==> src/rtl/multicycle_control_pkg.sv <==
// Shared encodings for the multicycle control unit: FSM states, opcodes,
// ALU operation codes and datapath mux selects.
package multicycle_control_pkg;

  typedef enum logic [3:0] {
    FETCH  = 4'd0,
    DECODE = 4'd1,
    EXEC_R = 4'd2,
    EXEC_I = 4'd3,
    ADDR   = 4'd4,
    MEM_RD = 4'd5,
    MEM_WR = 4'd6,
    WB_ALU = 4'd7,
    WB_MEM = 4'd8,
    BRANCH = 4'd9,
    JAL    = 4'd10,
    HALT   = 4'd11
  } stateT;

  typedef enum logic [3:0] {
    ALU_ADD = 4'd0,
    ALU_SUB = 4'd1,
    ALU_SLL = 4'd2,
    ALU_SLT = 4'd3,
    ALU_XOR = 4'd4,
    ALU_SRL = 4'd5,
    ALU_SRA = 4'd6,
    ALU_OR  = 4'd7,
    ALU_AND = 4'd8
  } aluOpT;

  localparam logic [6:0] OP_R      = 7'b0110011;
  localparam logic [6:0] OP_I      = 7'b0010011;
  localparam logic [6:0] OP_LOAD   = 7'b0000011;
  localparam logic [6:0] OP_STORE  = 7'b0100011;
  localparam logic [6:0] OP_BRANCH = 7'b1100011;
  localparam logic [6:0] OP_JAL    = 7'b1101111;
  localparam logic [2:0] F3_BEQ    = 3'b000;

  // Next-PC select
  localparam logic [1:0] PC4   = 2'd0;
  localparam logic [1:0] PCIMM = 2'd1;

  // Register-file write-data select
  localparam logic [1:0] ORIG_ALU = 2'd0;
  localparam logic [1:0] ORIG_MEM = 2'd1;
  localparam logic [1:0] ORIG_PC4 = 2'd2;

  // ALU second-operand select
  localparam logic ORIG_REG = 1'b0;
  localparam logic ORIG_IMM = 1'b1;

  function automatic logic isStore(input logic [6:0] opcode);
    return opcode == OP_STORE;
  endfunction

endpackage

==> src/rtl/multicycle_control_if.sv <==
// Control-to-datapath bundle. master = control unit, slave = datapath side.
interface multicycle_control_if;
  logic [31:0] iInstruction;
  logic        iEqual;
  logic        iMemReady;
  logic        oIRWrite;
  logic        oPCWrite;
  logic        oMemRead;
  logic        oMemWrite;
  logic        oRegWrite;
  logic        oOrigALU;
  logic [1:0]  oOrigPC;
  logic [1:0]  oOrigWriteData;
  logic [3:0]  oALUControl;
  logic [3:0]  oState;
  logic        oRetire;
  logic        oHalted;

  modport master (
    input  iInstruction, iEqual, iMemReady,
    output oIRWrite, oPCWrite, oMemRead, oMemWrite, oRegWrite, oOrigALU,
           oOrigPC, oOrigWriteData, oALUControl, oState, oRetire, oHalted
  );

  modport slave (
    output iInstruction, iEqual, iMemReady,
    input  oIRWrite, oPCWrite, oMemRead, oMemWrite, oRegWrite, oOrigALU,
           oOrigPC, oOrigWriteData, oALUControl, oState, oRetire, oHalted
  );
endinterface

==> src/rtl/multicycle_control_alu_decoder.sv <==
// ALU operation decode from funct3 / instruction bit 30.
// Bit 30 selects SUB only for R-type; it selects SRA for both shift forms.
import multicycle_control_pkg::*;

module alu_decoder (
  input  logic [2:0] funct3,
  input  logic       bit30,
  input  logic       isRType,
  output aluOpT      aluOp
);

  // Pure decode table
  always_comb begin
    aluOp = ALU_ADD;
    case (funct3)
      3'b000:  aluOp = (isRType && bit30) ? ALU_SUB : ALU_ADD;
      3'b001:  aluOp = ALU_SLL;
      3'b010:  aluOp = ALU_SLT;
      3'b100:  aluOp = ALU_XOR;
      3'b101:  aluOp = bit30 ? ALU_SRA : ALU_SRL;
      3'b110:  aluOp = ALU_OR;
      3'b111:  aluOp = ALU_AND;
      default: aluOp = ALU_ADD;
    endcase
  end

endmodule

==> src/rtl/multicycle_control.sv <==
// Multicycle RV32 control unit (Moore FSM).
// Optional: define RV_PERF_CNT_EN to add oCycleCount / oRetireCount.
import multicycle_control_pkg::*;

module multicycle_control (
  input logic clock,
  input logic reset,
  multicycle_control_if.master bus
`ifdef RV_PERF_CNT_EN
  ,
  output logic [31:0] oCycleCount,
  output logic [31:0] oRetireCount
`endif
);

  stateT       state;
  stateT       stateNext;
  aluOpT       decodedOp;
  logic [6:0]  opcode;
  logic [2:0]  funct3;
  logic        irWrite;
  logic        pcWrite;
  logic        memRead;
  logic        memWrite;
  logic        regWrite;
  logic        origALU;
  logic [1:0]  origPC;
  logic [1:0]  origWriteData;
  aluOpT       aluControl;
  logic        halted;
  logic        unusedBits;

  assign opcode     = bus.iInstruction[6:0];
  assign funct3     = bus.iInstruction[14:12];
  assign unusedBits = ^{bus.iInstruction[31], bus.iInstruction[29:15],
                        bus.iInstruction[11:7]};

  alu_decoder uAluDecoder (
    .funct3  (funct3),
    .bit30   (bus.iInstruction[30]),
    .isRType (opcode == OP_R),
    .aluOp   (decodedOp)
  );

  // State register; reset wins over every transition
  always_ff @(posedge clock) begin
    if (reset) state <= FETCH;
    else       state <= stateNext;
  end

  // Next-state and per-state datapath controls
  always_comb begin
    stateNext     = state;
    irWrite       = 1'b0;
    pcWrite       = 1'b0;
    memRead       = 1'b0;
    memWrite      = 1'b0;
    regWrite      = 1'b0;
    origALU       = ORIG_REG;
    origPC        = PC4;
    origWriteData = ORIG_ALU;
    aluControl    = ALU_ADD;
    halted        = 1'b0;
    case (state)
      FETCH: begin
        irWrite   = 1'b1;
        stateNext = DECODE;
      end
      DECODE: begin
        case (opcode)
          OP_R:               stateNext = EXEC_R;
          OP_I:               stateNext = EXEC_I;
          OP_LOAD, OP_STORE:  stateNext = ADDR;
          OP_BRANCH:          stateNext = (funct3 == F3_BEQ) ? BRANCH : HALT;
          OP_JAL:             stateNext = JAL;
          default:            stateNext = HALT;
        endcase
      end
      EXEC_R: begin
        origALU    = ORIG_REG;
        aluControl = decodedOp;
        stateNext  = WB_ALU;
      end
      EXEC_I: begin
        origALU    = ORIG_IMM;
        aluControl = decodedOp;
        stateNext  = WB_ALU;
      end
      ADDR: begin
        origALU    = ORIG_IMM;
        aluControl = ALU_ADD;
        stateNext  = isStore(opcode) ? MEM_WR : MEM_RD;
      end
      MEM_RD: begin
        memRead    = 1'b1;
        origALU    = ORIG_IMM;
        aluControl = ALU_ADD;
        if (bus.iMemReady) stateNext = WB_MEM;
      end
      MEM_WR: begin
        memWrite   = 1'b1;
        origALU    = ORIG_IMM;
        aluControl = ALU_ADD;
        if (bus.iMemReady) begin
          pcWrite   = 1'b1;
          origPC    = PC4;
          stateNext = FETCH;
        end
      end
      WB_ALU: begin
        regWrite      = 1'b1;
        origWriteData = ORIG_ALU;
        pcWrite       = 1'b1;
        origPC        = PC4;
        stateNext     = FETCH;
      end
      WB_MEM: begin
        regWrite      = 1'b1;
        origWriteData = ORIG_MEM;
        pcWrite       = 1'b1;
        origPC        = PC4;
        stateNext     = FETCH;
      end
      BRANCH: begin
        pcWrite   = 1'b1;
        origPC    = bus.iEqual ? PCIMM : PC4;
        stateNext = FETCH;
      end
      JAL: begin
        regWrite      = 1'b1;
        origWriteData = ORIG_PC4;
        pcWrite       = 1'b1;
        origPC        = PCIMM;
        stateNext     = FETCH;
      end
      HALT: begin
        halted    = 1'b1;
        stateNext = HALT;
      end
      default: stateNext = FETCH;
    endcase
  end

  // Outputs forced to their idle values while reset is held, so a reset
  // arriving mid-wait cannot complete a memory access or retire.
  assign bus.oIRWrite       = irWrite  & ~reset;
  assign bus.oPCWrite       = pcWrite  & ~reset;
  assign bus.oMemRead       = memRead  & ~reset;
  assign bus.oMemWrite      = memWrite & ~reset;
  assign bus.oRegWrite      = regWrite & ~reset;
  assign bus.oOrigALU       = reset ? ORIG_REG : origALU;
  assign bus.oOrigPC        = reset ? PC4 : origPC;
  assign bus.oOrigWriteData = reset ? ORIG_ALU : origWriteData;
  assign bus.oALUControl    = reset ? ALU_ADD : aluControl;
  assign bus.oState         = reset ? FETCH : state;
  assign bus.oRetire        = pcWrite & ~reset;
  assign bus.oHalted        = halted & ~reset;

`ifdef RV_PERF_CNT_EN
  // Free-running cycle and retired-instruction counters
  always_ff @(posedge clock) begin
    if (reset) begin
      oCycleCount  <= '0;
      oRetireCount <= '0;
    end else begin
      oCycleCount  <= oCycleCount + 32'd1;
      oRetireCount <= oRetireCount + {31'd0, pcWrite};
    end
  end
`endif

endmodule

==> src/flat_wrapper.sv <==
// flat-port wrapper written by rule: the top's interface ports become plain ports
module multicycle_control_flat 
  (clock, reset, bus_iInstruction, bus_iEqual, bus_iMemReady, bus_oIRWrite, bus_oPCWrite, bus_oMemRead, bus_oMemWrite, bus_oRegWrite, bus_oOrigALU, bus_oOrigPC, bus_oOrigWriteData, bus_oALUControl, bus_oState, bus_oRetire, bus_oHalted);
  multicycle_control_if bus_i ();
  input logic clock;
  input logic reset;
  input wire logic [$bits(bus_i.iInstruction)-1:0] bus_iInstruction;
  input wire logic [$bits(bus_i.iEqual)-1:0] bus_iEqual;
  input wire logic [$bits(bus_i.iMemReady)-1:0] bus_iMemReady;
  output wire logic [$bits(bus_i.oIRWrite)-1:0] bus_oIRWrite;
  output wire logic [$bits(bus_i.oPCWrite)-1:0] bus_oPCWrite;
  output wire logic [$bits(bus_i.oMemRead)-1:0] bus_oMemRead;
  output wire logic [$bits(bus_i.oMemWrite)-1:0] bus_oMemWrite;
  output wire logic [$bits(bus_i.oRegWrite)-1:0] bus_oRegWrite;
  output wire logic [$bits(bus_i.oOrigALU)-1:0] bus_oOrigALU;
  output wire logic [$bits(bus_i.oOrigPC)-1:0] bus_oOrigPC;
  output wire logic [$bits(bus_i.oOrigWriteData)-1:0] bus_oOrigWriteData;
  output wire logic [$bits(bus_i.oALUControl)-1:0] bus_oALUControl;
  output wire logic [$bits(bus_i.oState)-1:0] bus_oState;
  output wire logic [$bits(bus_i.oRetire)-1:0] bus_oRetire;
  output wire logic [$bits(bus_i.oHalted)-1:0] bus_oHalted;
  assign bus_i.iInstruction = bus_iInstruction;
  assign bus_i.iEqual = bus_iEqual;
  assign bus_i.iMemReady = bus_iMemReady;
  assign bus_oIRWrite = bus_i.oIRWrite;
  assign bus_oPCWrite = bus_i.oPCWrite;
  assign bus_oMemRead = bus_i.oMemRead;
  assign bus_oMemWrite = bus_i.oMemWrite;
  assign bus_oRegWrite = bus_i.oRegWrite;
  assign bus_oOrigALU = bus_i.oOrigALU;
  assign bus_oOrigPC = bus_i.oOrigPC;
  assign bus_oOrigWriteData = bus_i.oOrigWriteData;
  assign bus_oALUControl = bus_i.oALUControl;
  assign bus_oState = bus_i.oState;
  assign bus_oRetire = bus_i.oRetire;
  assign bus_oHalted = bus_i.oHalted;
  multicycle_control u_core (.clock(clock), .reset(reset), .bus(bus_i));
endmodule
==> config.mk <==
export PLATFORM = sky130hd
export DESIGN_NAME = multicycle_control_flat
export DESIGN_NICKNAME = d
export VERILOG_FILES = /design/src/rtl/multicycle_control_pkg.sv /design/src/rtl/multicycle_control_if.sv /design/src/rtl/multicycle_control_alu_decoder.sv /design/src/rtl/multicycle_control.sv /design/src/flat_wrapper.sv
export SDC_FILE = /design/constraint.sdc
export NUM_CORES = 1
export LEC_CHECK = 0
export ABC_AREA = 1
export CELL_PAD_IN_SITES_DETAIL_PLACEMENT = 0
export CELL_PAD_IN_SITES_GLOBAL_PLACEMENT = 1
export CORE_MARGIN = 2
export CORE_UTILIZATION = 15
export CTS_CLUSTER_DIAMETER = 120
export DETAILED_ROUTE_END_ITERATION = 10
export PLACE_DENSITY = 0.71
export SLEW_MARGIN = 20
export SYNTH_ARGS = -nofsm -noshare
export SYNTH_HDL_FRONTEND = slang
export SYNTH_SLANG_ARGS = --single-unit
==> constraint.sdc <==
create_clock -name clock -period 1.2 [get_ports clock]
set_input_delay 0.24 -clock clock [delete_from_list [all_inputs] [get_ports clock]]
set_output_delay 0.24 -clock clock [all_outputs]
set_load 0.005 [all_outputs]
After elaboration in Yosys (flattened, before gate mapping)
Cells that the tools add are included.
{ "op_classes": {"muxes": 26, "eq_ne": 25, "reduce_logical": 9, "bitwise_logic": 7} }
{ "ops": {"columns": ["cell", "n"], "rows": [
  ["$pmux W4 S7", 2],
  ["$mux W4", 5],
  ["$pmux W4 S5", 1],
  ["$eq A4 B3 Y1 const B", 4],
  ["$eq A4 B4 Y1 const B", 4],
  ["$eq A7 B6 Y1 const B", 2],
  ["$eq A7 B7 Y1 const B", 2],
  ["$eq A3 B3 Y1 const B", 4],
  ["$mux W1", 10],
  ["$mux W2", 5],
  ["$eq A4 B2 Y1 const B", 2],
  ["$pmux W2 S2", 2],
  ["$reduce_or A4 Y1", 2],
  ["$eq A7 B2 Y1 const B", 1],
  ["$eq A7 B5 Y1 const B", 1],
  ["$and A1 B1 Y1", 6],
  ["$eq A4 B1 Y1 const B", 1],
  ["$logic_not A4 Y1", 1],
  ["$ne A2 B2 Y1 const B", 2],
  ["$reduce_or A2 Y1", 2],
  ["$eq A3 B1 Y1 const B", 1],
  ["$eq A3 B2 Y1 const B", 1],
  ["$logic_not A3 Y1", 1],
  ["$reduce_or A3 Y1", 1],
  ["4 further kinds", 4]
]} }
{ "word_totals": {"input_bits": 36, "out_inout_bits": 20, "reg_bits": 4, "wordCells": 68} }

Logic depth before layout (Yosys ltp)
{ "logic_depth": {"depth_word": 6, "mapped_depth": 11, "ltp_nobuf": 11} }

Modules after synthesis
A second synthesis with hierarchy kept.
{ "unflattened": {"hier_cells": 131, "hier_area_um2": 720.7} }
{ "modules_own_cells": {"columns": ["module", "seq_area_each_um2", "instances", "cells_each", "area_per_inst_um2"], "rows": [
  ["multicycle_control", 80.1, 1, 114, 635.6],
  ["alu_decoder", 0.0, 1, 17, 85.1]
]} }

Worst setup path before layout
No wires, ideal clock.
{ "synth_path": {"path_kind": "register -> output", "startpoint": "register u_core.state[0]", "endpoint": "output port bus_oRetire", "stages_incl_launch_ff": 7, "n_path_buf": 1, "setup_slack_ns": -0.109, "arrival_time_ns": 1.069, "required_ns": 0.960, "path_cell_list": "dfxtp_1 > inv_2 > nand2_1 > nor2_1 > nand2_1 > o221ai_1 > buf_4"} }
{ "synth_between": {"elab_chain_cells": 4, "word_cells_on_any_way": 8, "classes_between": "eq/ne: 5; mux: 1; bitwise: 1; reduce/logical: 1"} }
{ "synth_rtl": {"columns": ["item", "line_no", "rtl"], "rows": [
  ["start: declaration", "multicycle_control.sv:16", "stateT state;"],
  ["start signal: assignment", "multicycle_control.sv:48", "else state <= stateNext;"],
  ["$eq A4 B3 Y1 or $eq A4 B4 Y1 (tied branches)", "multicycle_control.sv:64", "case (state)"],
  ["$reduce_or A4 Y1 (no line)", null, null],
  ["$pmux W1 S2 *", "multicycle_control.sv:64", null],
  ["$and A1 B1 Y1 *", null, null],
  ["end: declaration", "flat_wrapper.sv:20", "output wire logic [$bits(bus_i.oRetire)-1:0] bus_oRetire;"]
]} }
Every way passes the cells marked *; elsewhere a longest branch is shown, timed or not.

Worst setup path after layout
{ "layout_path": {"startpoint": "register u_core.state[1]", "endpoint": "output port bus_oPCWrite"} }
{ "layout_between": {"elab_chain_cells": 4, "word_cells_on_any_way": 8, "classes_between": "eq/ne: 5; mux: 1; bitwise: 1; reduce/logical: 1"} }
{ "layout_rtl": {"columns": ["item", "line_no", "rtl"], "rows": [
  ["$eq A4 B3 Y1 or $eq A4 B4 Y1 (tied branches)", "multicycle_control.sv:64", null],
  ["$reduce_or A4 Y1 (no line)", null, null],
  ["$pmux W1 S2 *", "multicycle_control.sv:64", null],
  ["$and A1 B1 Y1 *", "multicycle_control.sv:147", "assign bus.oPCWrite = pcWrite & ~reset;"],
  ["end: declaration", "flat_wrapper.sv:11", "output wire logic [$bits(bus_i.oPCWrite)-1:0] bus_oPCWrite;"]
]} }
Marked as above.

==> impl_metrics.ini <==
[sta]
setup_viol_count_final = 20
maxSlewViolCount = 0
fmax_mhz = 649
finalHoldViolations = 0
rsz0062_at_grt = yes
period_minus_slack_ns = 1.54
post-route-period-util_pct = 128
fin_ws_ns = -0.341
finalClockSkew_ns = 0.000667
fin_tns_setup_ns = -4.11

[pwr]
pwr_density_cell_nw_per_um2 = 1570
p_leak_nw = 0.877
irDropWorstVdd_mv = 0.515

[global_route]
antenna_found_initial = 0
grt_pass1_wl_um = 4320
grt.overflow.total = 0
grt_start_max_net_pins = 6
grt_use_total_pct = 12.3
first_global_vias = 1054

[setup_path]
cp-end-kind = primary output
slowest_delay_ns = 0.35
start_kind = register
cp_num_buf_inv = 4
slowest_stage = dfxtp_4
rr_endpoint = u_core.state[1]
crit_top_cell = buf_6
ff2ff_setup_slack_ns = -0.14
path_delay_family = buffers and inverters
worstPathRequired_ns = 0.96
crit_arrival_ns = 1.30
r2r_cells = 10
crit-reg2reg-launch = u_core.state[2]
path_cells = buf_6 -> nand2_4 -> inv_4 -> a21oi_4 -> buf_6 -> o221ai_2 -> buf_2
crit_fanout = 4
path_class = register to primary output

[floorplan]
die_y_um = 67.0
die_w_um = 67.0
core_sq_um = 3740
die_area_sq_um = 4490
io_pins = 56
start_util_pct = 15.9
rows = 22

[clock_network]
cts_sinks = 4
clock_path_buffers = 2
ctsHtreeMaxLevel = 1
cts_root_buf = clkbuf_8
cts_tree = done
clk_pin_slew_ns = 0.03
clkLatencyLatePin_ns = 0.22
cts_buffers = 3

[synthesis]
syn_inst = 122
synth_area_per_cell_sq_um = 4.88
yosysSeqAreaShare_pct = 13.4
synthArstFlopShare_pct = 0
synth_area_sq_um = 596
synth-edff-count = 0
synth_cell_type_count = 20
synth-seq-cells = 4
synthesis.nets = 158
synth_warnings = 0
ys.flop_type = dfxtp_1

[drt]
ant_nets = 0
drt-pass1-iter-count = 3
post_drt_wl_per_cell_um = 10.0
vias_per_cell = 3.97
vias = 1039
drt_first_iter_violations = 12
route.detailed.drc = 0
routed_wl_um = 2630

[finish]
top_regs = u_core.state x4
most-common-layout-cells = buf_4 (39), nand2_1 (27), buf_6 (22)
final_nets = 251
regMostFlops = u_core.state
fillerInstances = 400
stdcell_count = 262
n_antenna_cell = 0
largest_reg_flops = 4
final_common_cell = buf_4
syn2layout_area_growth_pct = 182
drive_gt1_share_pct = 68.7

[placement]
hpwl_um = 1710
io_buffers = 33
gp_congestion = 0.769
dp.cells = 237

[run]
drv_cap = 0

[hold_path]
hold_path_end = u_core.state[3]
hold_start = reset
whs_path_depth = 3
min_path_type = input pin to register

[status]
failed_checks = negative setup slack
status = complete, but fails checks
-- worst max-delay path by stage --
stage	end	depth (start not counted)	startpoint	slack, ns
2_1_floorplan	bus_oRetire	6	u_core.state[0]	-0.01
3_3_place_gp	bus_oALUControl[0]	7	bus_iInstruction[2]	-0.90
3_5_place_dp	bus_oALUControl[0]	7	bus_iInstruction[2]	-0.88
4_1_cts	bus_oPCWrite	6	u_core.state[0]	-0.32
5_1_grt	bus_oRetire	7	u_core.state[1]	-0.39
6_report	bus_oPCWrite	7	u_core.state[1]	-0.34
-- report_power, final --
group          switching, mW  internal, mW  leakage [nW]  total, mW
clock network         0.0819         0.228        0.0228      0.310
logic                  0.921          1.07         0.818       1.99
registers              0.115         0.224        0.0356      0.339
total                   1.12          1.52         0.877       2.64
-- cell type report --
class	count	area, sq um	area share [%]
well taps	48	60.1	3.58
flip-flops and latches	4	95.1	5.67
inverters	24	108	6.41
repair buffers	91	736	43.8
multi-input cells	91	634	37.8
clock buffers	4	45.0	2.68
-- layer usage --
layer  GRT usage (%)  up-vias  wire, um
met5               0        -         0
met4            4.59        0        12
met3           0.507        2        61
met2            23.8       15      1460
met1            14.1      468      1100
li1                -      554         -
-- cells in the mapped netlist (all sizes together) (2+ instances only) --
| library cell | count | area (sq um) |
|---|---|---|
| nor3 | 4 | 20.0 |
| nor3b | 2 | 15.0 |
| buf | 3 | 22.5 |
| nand4 | 2 | 12.5 |
| nand3 | 5 | 30.0 |
| nand2 | 37 | 141 |
| a21oi | 5 | 25.0 |
| inv | 24 | 90.1 |
| dfxtp | 4 | 80.1 |
| nor2 | 30 | 120 |
-- kinds of logic (layout without fill, tap and decap cells) --
kind of cell           count (synthesis)  in the layout  share of synthesized area [%]
AO/OA/AOI/OAI                         10             10                           10.1
buffers and inverters                 27            119                           18.9
flip-flops                             4              4                           13.4
other                                  1              1                          0.630
AND/OR/NAND/NOR                       80             80                           56.9
-- tightest hold or removal path, delay by kind of cell --
| kind | cells | cell delay, ns |
|---|---|---|
| AND/OR/NAND/NOR | 1 | 0.04 |
| buffers and inverters | 2 | 0.47 |
-- metrics by stage --
stage	setup slack (ns)	util [%]	power (mW)	hold WS (ns)	instance area, sq um
finish	-0.341	44.8	2.64	0.565	1680
detailed placement	-0.882	33.8	1.55	0.689	1260
floorplan	-0.00951	-	0.818	0.430	619
global route	-0.390	44.8	2.82	0.601	1680
CTS	-0.323	41.0	2.23	0.554	1540
global placement	-0.896	33.8	1.56	0.674	1260
-- what timing repair did --
item	4_1_cts	5_1_grt
setup buffers	22	7
endpoints found under the setup margin	23	23
hold buffers	0	0
pin swaps	40	20
resized for setup	160	41
Power figures use the tool's default switching activity.
